<file path="src/rtl/alu_seq.sv">
// Registered ALU: add/sub/inc/dec/logic in one cycle, iterative shifts and shift-add multiply.
// Latency: done 1 cycle after accept (shifts +min(B,WIDTH), mul +WIDTH); start is ignored while busy.
module alu_seq #(
   parameter int WIDTH = 8
) (
   input  logic             clk,
   input  logic             rst,
   input  logic             start,
   input  logic [3:0]       operation,
   input  logic [WIDTH-1:0] A,
   input  logic [WIDTH-1:0] B,
   output logic             busy,
   output logic             done,
   output logic [WIDTH-1:0] C,
   output logic             flags_c_val,
   output logic             flags_z_val,
   output logic             flags_n_val,
   output logic             flags_v_val
);

   localparam int SHW = $clog2(WIDTH) + 1;

   localparam logic [3:0] OP_ADD = 4'd0;
   localparam logic [3:0] OP_SUB = 4'd1;
   localparam logic [3:0] OP_INC = 4'd2;
   localparam logic [3:0] OP_DEC = 4'd3;
   localparam logic [3:0] OP_AND = 4'd4;
   localparam logic [3:0] OP_OR  = 4'd5;
   localparam logic [3:0] OP_XOR = 4'd6;
   localparam logic [3:0] OP_NOT = 4'd7;
   localparam logic [3:0] OP_SHL = 4'd8;
   localparam logic [3:0] OP_SHR = 4'd9;
   localparam logic [3:0] OP_MUL = 4'd10;

   localparam logic [WIDTH:0]   ONE_W   = (WIDTH+1)'(1);
   localparam logic [WIDTH-1:0] W_B     = WIDTH'(WIDTH);
   localparam logic [SHW-1:0]   W_CNT   = SHW'(WIDTH);
   localparam logic [SHW-1:0]   LAST    = SHW'(1);
   localparam logic [WIDTH-1:0] MAX_POS = {1'b0, {(WIDTH-1){1'b1}}};
   localparam logic [WIDTH-1:0] MIN_NEG = {1'b1, {(WIDTH-1){1'b0}}};

   typedef enum logic [1:0] {
      IDLE  = 2'd0,
      SHIFT = 2'd1,
      MUL   = 2'd2
   } state_t;

   state_t             state;
   logic               shl_r;
   logic [WIDTH-1:0]   sh_r;
   logic [SHW-1:0]     cnt;
   logic [2*WIDTH-1:0] acc;
   logic [2*WIDTH-1:0] mcand;
   logic [WIDTH-1:0]   mplier;

   // single-cycle datapath
   logic [WIDTH:0]     add_w;
   logic [WIDTH:0]     sub_w;
   logic [WIDTH:0]     inc_w;
   logic [WIDTH:0]     dec_w;
   logic [WIDTH-1:0]   s_res;
   logic               s_c;
   logic               s_v;

   assign add_w = {1'b0, A} + {1'b0, B};
   assign sub_w = {1'b0, A} - {1'b0, B};
   assign inc_w = {1'b0, A} + ONE_W;
   assign dec_w = {1'b0, A} - ONE_W;

   always_comb begin
      s_res = '0;
      s_c   = 1'b0;
      s_v   = 1'b0;
      case (operation)
         OP_ADD: begin
            s_res = add_w[WIDTH-1:0];
            s_c   = add_w[WIDTH];
            s_v   = (A[WIDTH-1] == B[WIDTH-1]) && (add_w[WIDTH-1] != A[WIDTH-1]);
         end
         OP_SUB: begin
            s_res = sub_w[WIDTH-1:0];
            s_c   = ~sub_w[WIDTH];
            s_v   = (A[WIDTH-1] != B[WIDTH-1]) && (sub_w[WIDTH-1] != A[WIDTH-1]);
         end
         OP_INC: begin
            s_res = inc_w[WIDTH-1:0];
            s_c   = inc_w[WIDTH];
            s_v   = (A == MAX_POS);
         end
         OP_DEC: begin
            s_res = dec_w[WIDTH-1:0];
            s_c   = ~dec_w[WIDTH];
            s_v   = (A == MIN_NEG);
         end
         OP_AND: s_res = A & B;
         OP_OR:  s_res = A | B;
         OP_XOR: s_res = A ^ B;
         OP_NOT: s_res = ~A;
         // only reached with B == 0: the operand passes through untouched
         OP_SHL, OP_SHR: s_res = A;
         default: s_res = '0;
      endcase
   end

   logic             is_shift;
   logic             is_mul;
   logic [SHW-1:0]   shift_cnt;

   assign is_shift  = ((operation == OP_SHL) || (operation == OP_SHR)) && (B != '0);
   assign is_mul    = (operation == OP_MUL);
   assign shift_cnt = (B >= W_B) ? W_CNT : B[SHW-1:0];

   // one iteration of the shift and multiply engines
   logic [WIDTH-1:0]   sh_next;
   logic               sh_out;
   logic [2*WIDTH-1:0] acc_next;

   assign sh_next  = shl_r ? {sh_r[WIDTH-2:0], 1'b0} : {1'b0, sh_r[WIDTH-1:1]};
   assign sh_out   = shl_r ? sh_r[WIDTH-1] : sh_r[0];
   assign acc_next = mplier[0] ? (acc + mcand) : acc;

   // completion mux: the one place result and flags come from
   logic             fin;
   logic [WIDTH-1:0] fin_res;
   logic             fin_c;
   logic             fin_v;

   always_comb begin
      fin     = 1'b0;
      fin_res = '0;
      fin_c   = 1'b0;
      fin_v   = 1'b0;
      case (state)
         IDLE: begin
            fin     = start && !is_shift && !is_mul;
            fin_res = s_res;
            fin_c   = s_c;
            fin_v   = s_v;
         end
         SHIFT: begin
            fin     = (cnt == LAST);
            fin_res = sh_next;
            fin_c   = sh_out;
         end
         MUL: begin
            fin     = (cnt == LAST);
            fin_res = acc_next[WIDTH-1:0];
            fin_c   = (acc_next[2*WIDTH-1:WIDTH] != '0);
            fin_v   = (acc_next[2*WIDTH-1:WIDTH] != '0);
         end
         default: fin = 1'b0;
      endcase
   end

   always_ff @(posedge clk) begin
      if (rst) begin
         state       <= IDLE;
         busy        <= 1'b0;
         done        <= 1'b0;
         C           <= '0;
         flags_c_val <= 1'b0;
         flags_z_val <= 1'b0;
         flags_n_val <= 1'b0;
         flags_v_val <= 1'b0;
         shl_r       <= 1'b0;
         sh_r        <= '0;
         cnt         <= '0;
         acc         <= '0;
         mcand       <= '0;
         mplier      <= '0;
      end else begin
         done <= 1'b0;
         if (fin) begin
            C           <= fin_res;
            flags_c_val <= fin_c;
            flags_z_val <= (fin_res == '0);
            flags_n_val <= fin_res[WIDTH-1];
            flags_v_val <= fin_v;
            done        <= 1'b1;
         end
         case (state)
            IDLE: begin
               if (start && is_shift) begin
                  sh_r  <= A;
                  shl_r <= (operation == OP_SHL);
                  cnt   <= shift_cnt;
                  busy  <= 1'b1;
                  state <= SHIFT;
               end else if (start && is_mul) begin
                  acc    <= '0;
                  mcand  <= {{WIDTH{1'b0}}, A};
                  mplier <= B;
                  cnt    <= W_CNT;
                  busy   <= 1'b1;
                  state  <= MUL;
               end
            end
            SHIFT: begin
               sh_r <= sh_next;
               cnt  <= cnt - LAST;
               if (fin) begin
                  busy  <= 1'b0;
                  state <= IDLE;
               end
            end
            MUL: begin
               acc    <= acc_next;
               mcand  <= {mcand[2*WIDTH-2:0], 1'b0};
               mplier <= {1'b0, mplier[WIDTH-1:1]};
               cnt    <= cnt - LAST;
               if (fin) begin
                  busy  <= 1'b0;
                  state <= IDLE;
               end
            end
            default: begin
               busy  <= 1'b0;
               state <= IDLE;
            end
         endcase
      end
   end

endmodule

</file>
<file path="config.mk">
export PLATFORM = sky130hd
export DESIGN_NAME = alu_seq
export DESIGN_NICKNAME = d
export VERILOG_FILES = /design/src/rtl/alu_seq.sv
export SDC_FILE = /design/constraint.sdc
export NUM_CORES = 1
export LEC_CHECK = 0
export CORE_MARGIN = 2
export CORE_UTILIZATION = 37
export CTS_BUF_LIST = sky130_fd_sc_hd__clkbuf_4 sky130_fd_sc_hd__clkbuf_8
export CTS_CLUSTER_SIZE = 25
export DETAILED_ROUTE_END_ITERATION = 12
export REMOVE_ABC_BUFFERS = 1
export SKIP_CTS_REPAIR_TIMING = 1
export SYNTH_ARGS = -nofsm -noshare
export SYNTH_HDL_FRONTEND = slang
export SYNTH_SLANG_ARGS = --single-unit
</file>
<file path="constraint.sdc">
create_clock -name clk -period 3.25 [get_ports clk]
set_clock_uncertainty 0.15 [all_clocks]
set_input_delay 0.975 -clock clk [delete_from_list [all_inputs] [get_ports clk]]
set_output_delay 0.975 -clock clk [all_outputs]
set_load 0.005 [all_outputs]
</file>
; ---- Yosys cells after proc, flatten, opt, wreduce, memory -nomap -nowiden
; Cells that the tools add are included.
[op_classes]
add_sub_neg = 6
multipliers = 0
div = 0
magnitude_cmp = 1
n_eq_ne = 24
n_shift = 0
mux = 34
bitwise_logic = 6
n_reduce_logical = 25
[ops]
columns = operator, n
row1 = 2-to-1 mux 16 bit, 5
row2 = case mux 8 bit (9 select lines), 1
row3 = case mux 16 bit (2 select lines), 2
row4 = 2-to-1 mux 8 bit, 4
row5 = case mux 8 bit (2 select lines), 2
row6 = case mux 8 bit (3 select lines), 1
row7 = adder 16 bit, 1
row8 = equality test 4 x 3 -> 1 bit (second input constant), 4
row9 = nonzero test 8 bit, 2
row10 = equality test 4 bit (second input constant), 3
row11 = 2-to-1 mux 4 bit, 3
row12 = adder 8 x 1 -> 9 bit (second input constant), 1
row13 = adder 8 x 8 -> 9 bit, 1
row14 = subtractor 8 x 1 -> 9 bit (second input constant), 1
row15 = subtractor 8 x 8 -> 9 bit, 1
row16 = AND 8 bit, 1
row17 = equality test 4 x 1 -> 1 bit (second input constant), 2
row18 = equality test 4 x 2 -> 1 bit (second input constant), 2
row19 = equality test 8 x 7 -> 1 bit (second input constant), 1
row20 = equality test 8 bit (second input constant), 1
row21 = greater-or-equal comparator 8 x 4 -> 1 bit (second input constant), 1
row22 = zero test 8 bit, 1
row23 = NOT 8 bit, 1
row24 = bitwise OR 8 bit, 1
row25 = other kinds (26), 53
[totals]
regBits = 69
latch_bits = 0
ramBits = 0
rom_bits = 0
inputBits = 23
out_inout_bits = 14
wordCells = 110
n_memories = 0

; ---- Logic depth before layout (Yosys ltp)
[logic_depth]
word_depth = 9
ltp_mapped = 11
depth_no_buf = 11

; ---- Worst setup path after synthesis
; OpenSTA, ideal clock, no wires.
[synth_timing]
kind = in2reg
start = input port A[4]
end = register flags_v_val
setup_time_ns = 0.074
arrival_ns = 3.251
t_required_ns = 3.026
slack_ns = -0.225
stages = 11
path_buffers = 2
path_cell_list = buf_4 inv_1 ha_1 buf_4 nor2_1 a221o_1 o41a_1 mux2_4 a31o_1 a311o_1 a31oi_1
[synth_between]
elab_chain_len = 5
elab_cells_between_ends = 10
cone_classes = 2 x add/sub / 4 x eq/ne / 2 x mux / 2 x reduce/logical
[synth_rtl]
columns = element, line_no
row1 = from (decl), 10  ; input logic [WIDTH-1:0] A,
row2 = subtractor 8 x 8 -> 9 bit / adder 8 x 8 -> 9 bit (equally long branches), "66, 65"
row3 = "!= test 1 bit, on equally long branches", "83, 78"
row4 = "logical AND 1 bit, on equally long branches", "83, 78"
row5 = case mux 1 bit (4 select lines) *, 74  ; case (operation)
row6 = case mux 1 bit (2 select lines) *, 133  ; case (state)
row7 = to (signal assigned), 178  ; flags_v_val <= fin_v;
row8 = to (decl), 18  ; output logic flags_v_val
; Every way passes the cells marked *; elsewhere a longest branch is shown, timed or not.
; A chain may end at the register's enable or synchronous reset.

; ---- Worst setup path after layout
[layout_timing]
start = input port A[1]
end = register C[3]
[layout_between]
elab_chain_len = 3
elab_cells_between_ends = 6
cone_classes = 4 x add/sub / 2 x mux
[layout_rtl]
columns = element, line_no
row1 = subtractor 8 x 1 -> 9 bit (tied with other cells), 68  ; assign dec_w = {1'b0, A} - ONE_W;
row2 = case mux 8 bit (9 select lines) *, 74
row3 = case mux 8 bit (3 select lines) *, 133
row4 = to (signal assigned), 174  ; C <= fin_res;
row5 = to (decl), 14  ; output logic [WIDTH-1:0] C,
; Marked as above.

==> out/results.tsv <==
metric	value	unit
status	complete, no violations	
dr.pass1.iters	5	
cts_buffers	9	
endpoint_kind	flop	
syn_inst	777	
max_cap_violations	0	
final_core_util	49.9	%
clockPowerShare	36.3	%
vias_per_cell	5.64	
min-delay-start	mcand[15]$_SDFFE_PP0P_	
clockBufferDepth	2	
avgSynthCellArea	7.70	sq um
grt_max_degree	30	
netlist_area	5980	sq um
clock-sinks	68	
syn_to_final_growth	32.0	%
synth-seq-area-share	22.8	%
antenna_left	0	
track_usage	23.2	%
clk_latency	370	ps
tightest_slew	568	ps
placed_cell_area	7360	sq um
dp_slack	-798	ps
synth_enable_flop_cells	0	
worst_slack	25.0	ps
routabilityCongestion	0.989	
start_kind	input pin	
clockRootBuffer	clkbuf_8	
start_util	37.8	%
worstSetupPathType	input pin to flop	
stdcell_area	7900	sq um
port_buffers	36	
diodes	0	
core-area	15800	sq um
combPwrFrac	27.4	%
crit-reg2reg-launch	mcand[0]$_SDFFE_PP0P_	
p_sw	0.718	mW
p_int	1.70	mW
drive_above_1_share	24.2	%
report.final.slew_viol_count	0	
final_cells	1132	
layout_common_cells	buf_4, nor2_1, dfxtp_1	
power.share.sequential	36.3	%
slew_headroom	62.1	%
path_max_fanout	5	
crit_start	A[1]	
fillCellCount	1542	
critPathArrivalTime	3320	ps
postRouteWirelength	20.2	mm
yosysWarnings	0	
grt_pass1_vias	5825	
p_sw_share	29.7	%
min_period_over_period	99.2	%
dp_hpwl	15.9	mm
final_common_cell	buf_4	
remaining_drc_errors	0	
p_leak	3.30	nW
die_area	17200	sq um
die_w	131	um
grt_pass1_wl	32.0	mm
min_period	3230	ps
drtIter0Drc	476	
synth_ff_type	dfxtp_1	
dp_cells	1108	
clk_pin_slew	80	ps
synthArstFlopShare	0	%
total_power	2.42	mW
htreeDepth	3	
cp.required	3350	ps
die_h	131	um
synth-seq-cells	68	
finalSetupViolCount	0	
overflow	0	
ir_drop	0.203	mV
power_density	306	nW/um^2
antenna_found_initial	0	
finalHoldViolCount	0	
cts_tree	done	
nets	985	
hp-class	flop to flop	
num_rows	46	
yosysUniqueCellTypes	83	
max_freq	310	MHz
num_io_pins	37	
wl_per_cell	17.8	um
num_vias	6379	
[per-stage QoR]
stage          hold WS [ps]  setup TNS, ps
6_report                325              0
5_1_grt                 350          -2.36
4_1_cts                 325          -2550
3_5_place_dp            315         -19860
3_3_place_gp            304         -19160
2_1_floorplan           284         -16180
[flip-flops by register name, indices dropped and copies added, names as in the netlist]
register	count
sh_r	8
cnt	4
acc	16
done	1
flags_v_val	1
state	2
mcand	16
flags_z_val	1
flags_c_val	1
mplier	8
busy	1
shl_r	1
C	8
[worst paths after layout]
check                                           endpoint  cells past startpoint  slack (ps)
worst min register to register    mcand[15]$_SDFFE_PP0P_                      2         320
worst max-delay path                   C[3]$_SDFFE_PP0P_                     12          20
worst max register to register  flags_v_val$_SDFFE_PP0P_                     10         180
worst min-delay path              mcand[15]$_SDFFE_PP0P_                      2         320
[layer usage]
metal / GRT usage, % / vias up / routed length, um
met5: 0 / - / 0
met2: 36.3 / 200 / 8870
li1: - / 3146 / -
met3: 3.47 / 33 / 1130
met1: 33.1 / 3000 / 9720
met4: 6.34 / 0 / 469
[layout make-up]
class	instances	area [sq um]	share of cell area (%)
Tap cell	216	270	3.42
Sequential cell	68	1360	17.2
Multi-Input combinational cell	615	4400	55.8
Clock buffer	10	131	1.66
Inverter	42	158	2.00
Timing Repair Buffer	175	1460	18.5
Clock inverter	6	113	1.43
[cells by family after synthesis]
group | share of synthesized area [%]
XOR/XNOR | 2.05
adder cells (fa/ha/maj) | 11.0
buffers and inverters | 7.05
AND/OR/NAND/NOR | 23.3
AO/OA/AOI/OAI | 26.1
multiplexers | 7.70
flip-flops | 22.8
[worst max-delay path, cell delays in order]
cell	delay (ps)
buf_2	130
buf_6	130
buf_4	140
buf_4	150
or3_4	330
a221oi_2	220
a21oi_1	90
a2111o_1	420
a221o_1	400
buf_4	170
mux2i_1	120
nor2_1	50
[power by group through the flow]
stage                     combinational, mW  sequential (mW)  clock (mW)
after global routing                  0.721            0.880       0.925
final                                 0.663            0.877       0.876
after CTS                             0.615            0.877       0.895
after floorplan                       0.271            0.894           0
after detailed placement              0.612            0.897           0
after global placement                0.612            0.896           0
[Yosys cell counts (10+ instances only)]
library cell / n / area share (%)
nor2_1: 90 / 5.6
a21oi_1: 69 / 5.8
dfxtp_1: 68 / 23
nand2_1: 54 / 3.4
ha_1: 48 / 10
inv_1: 40 / 2.5
a211oi_1: 32 / 4.0
mux2i_1: 31 / 5.2
nor3_1: 28 / 2.3
clkbuf_1: 26 / 1.6
nand3_1: 22 / 1.8
o21ai_0: 15 / 1.3
a22oi_1: 13 / 1.6
buf_2: 13 / 1.1
buf_4: 12 / 1.5
nor4_1: 12 / 1.3
nand2b_1: 11 / 1.2
mux2_2: 10 / 1.9
nor2b_1: 10 / 1.0
Power figures use the tool's default switching activity.
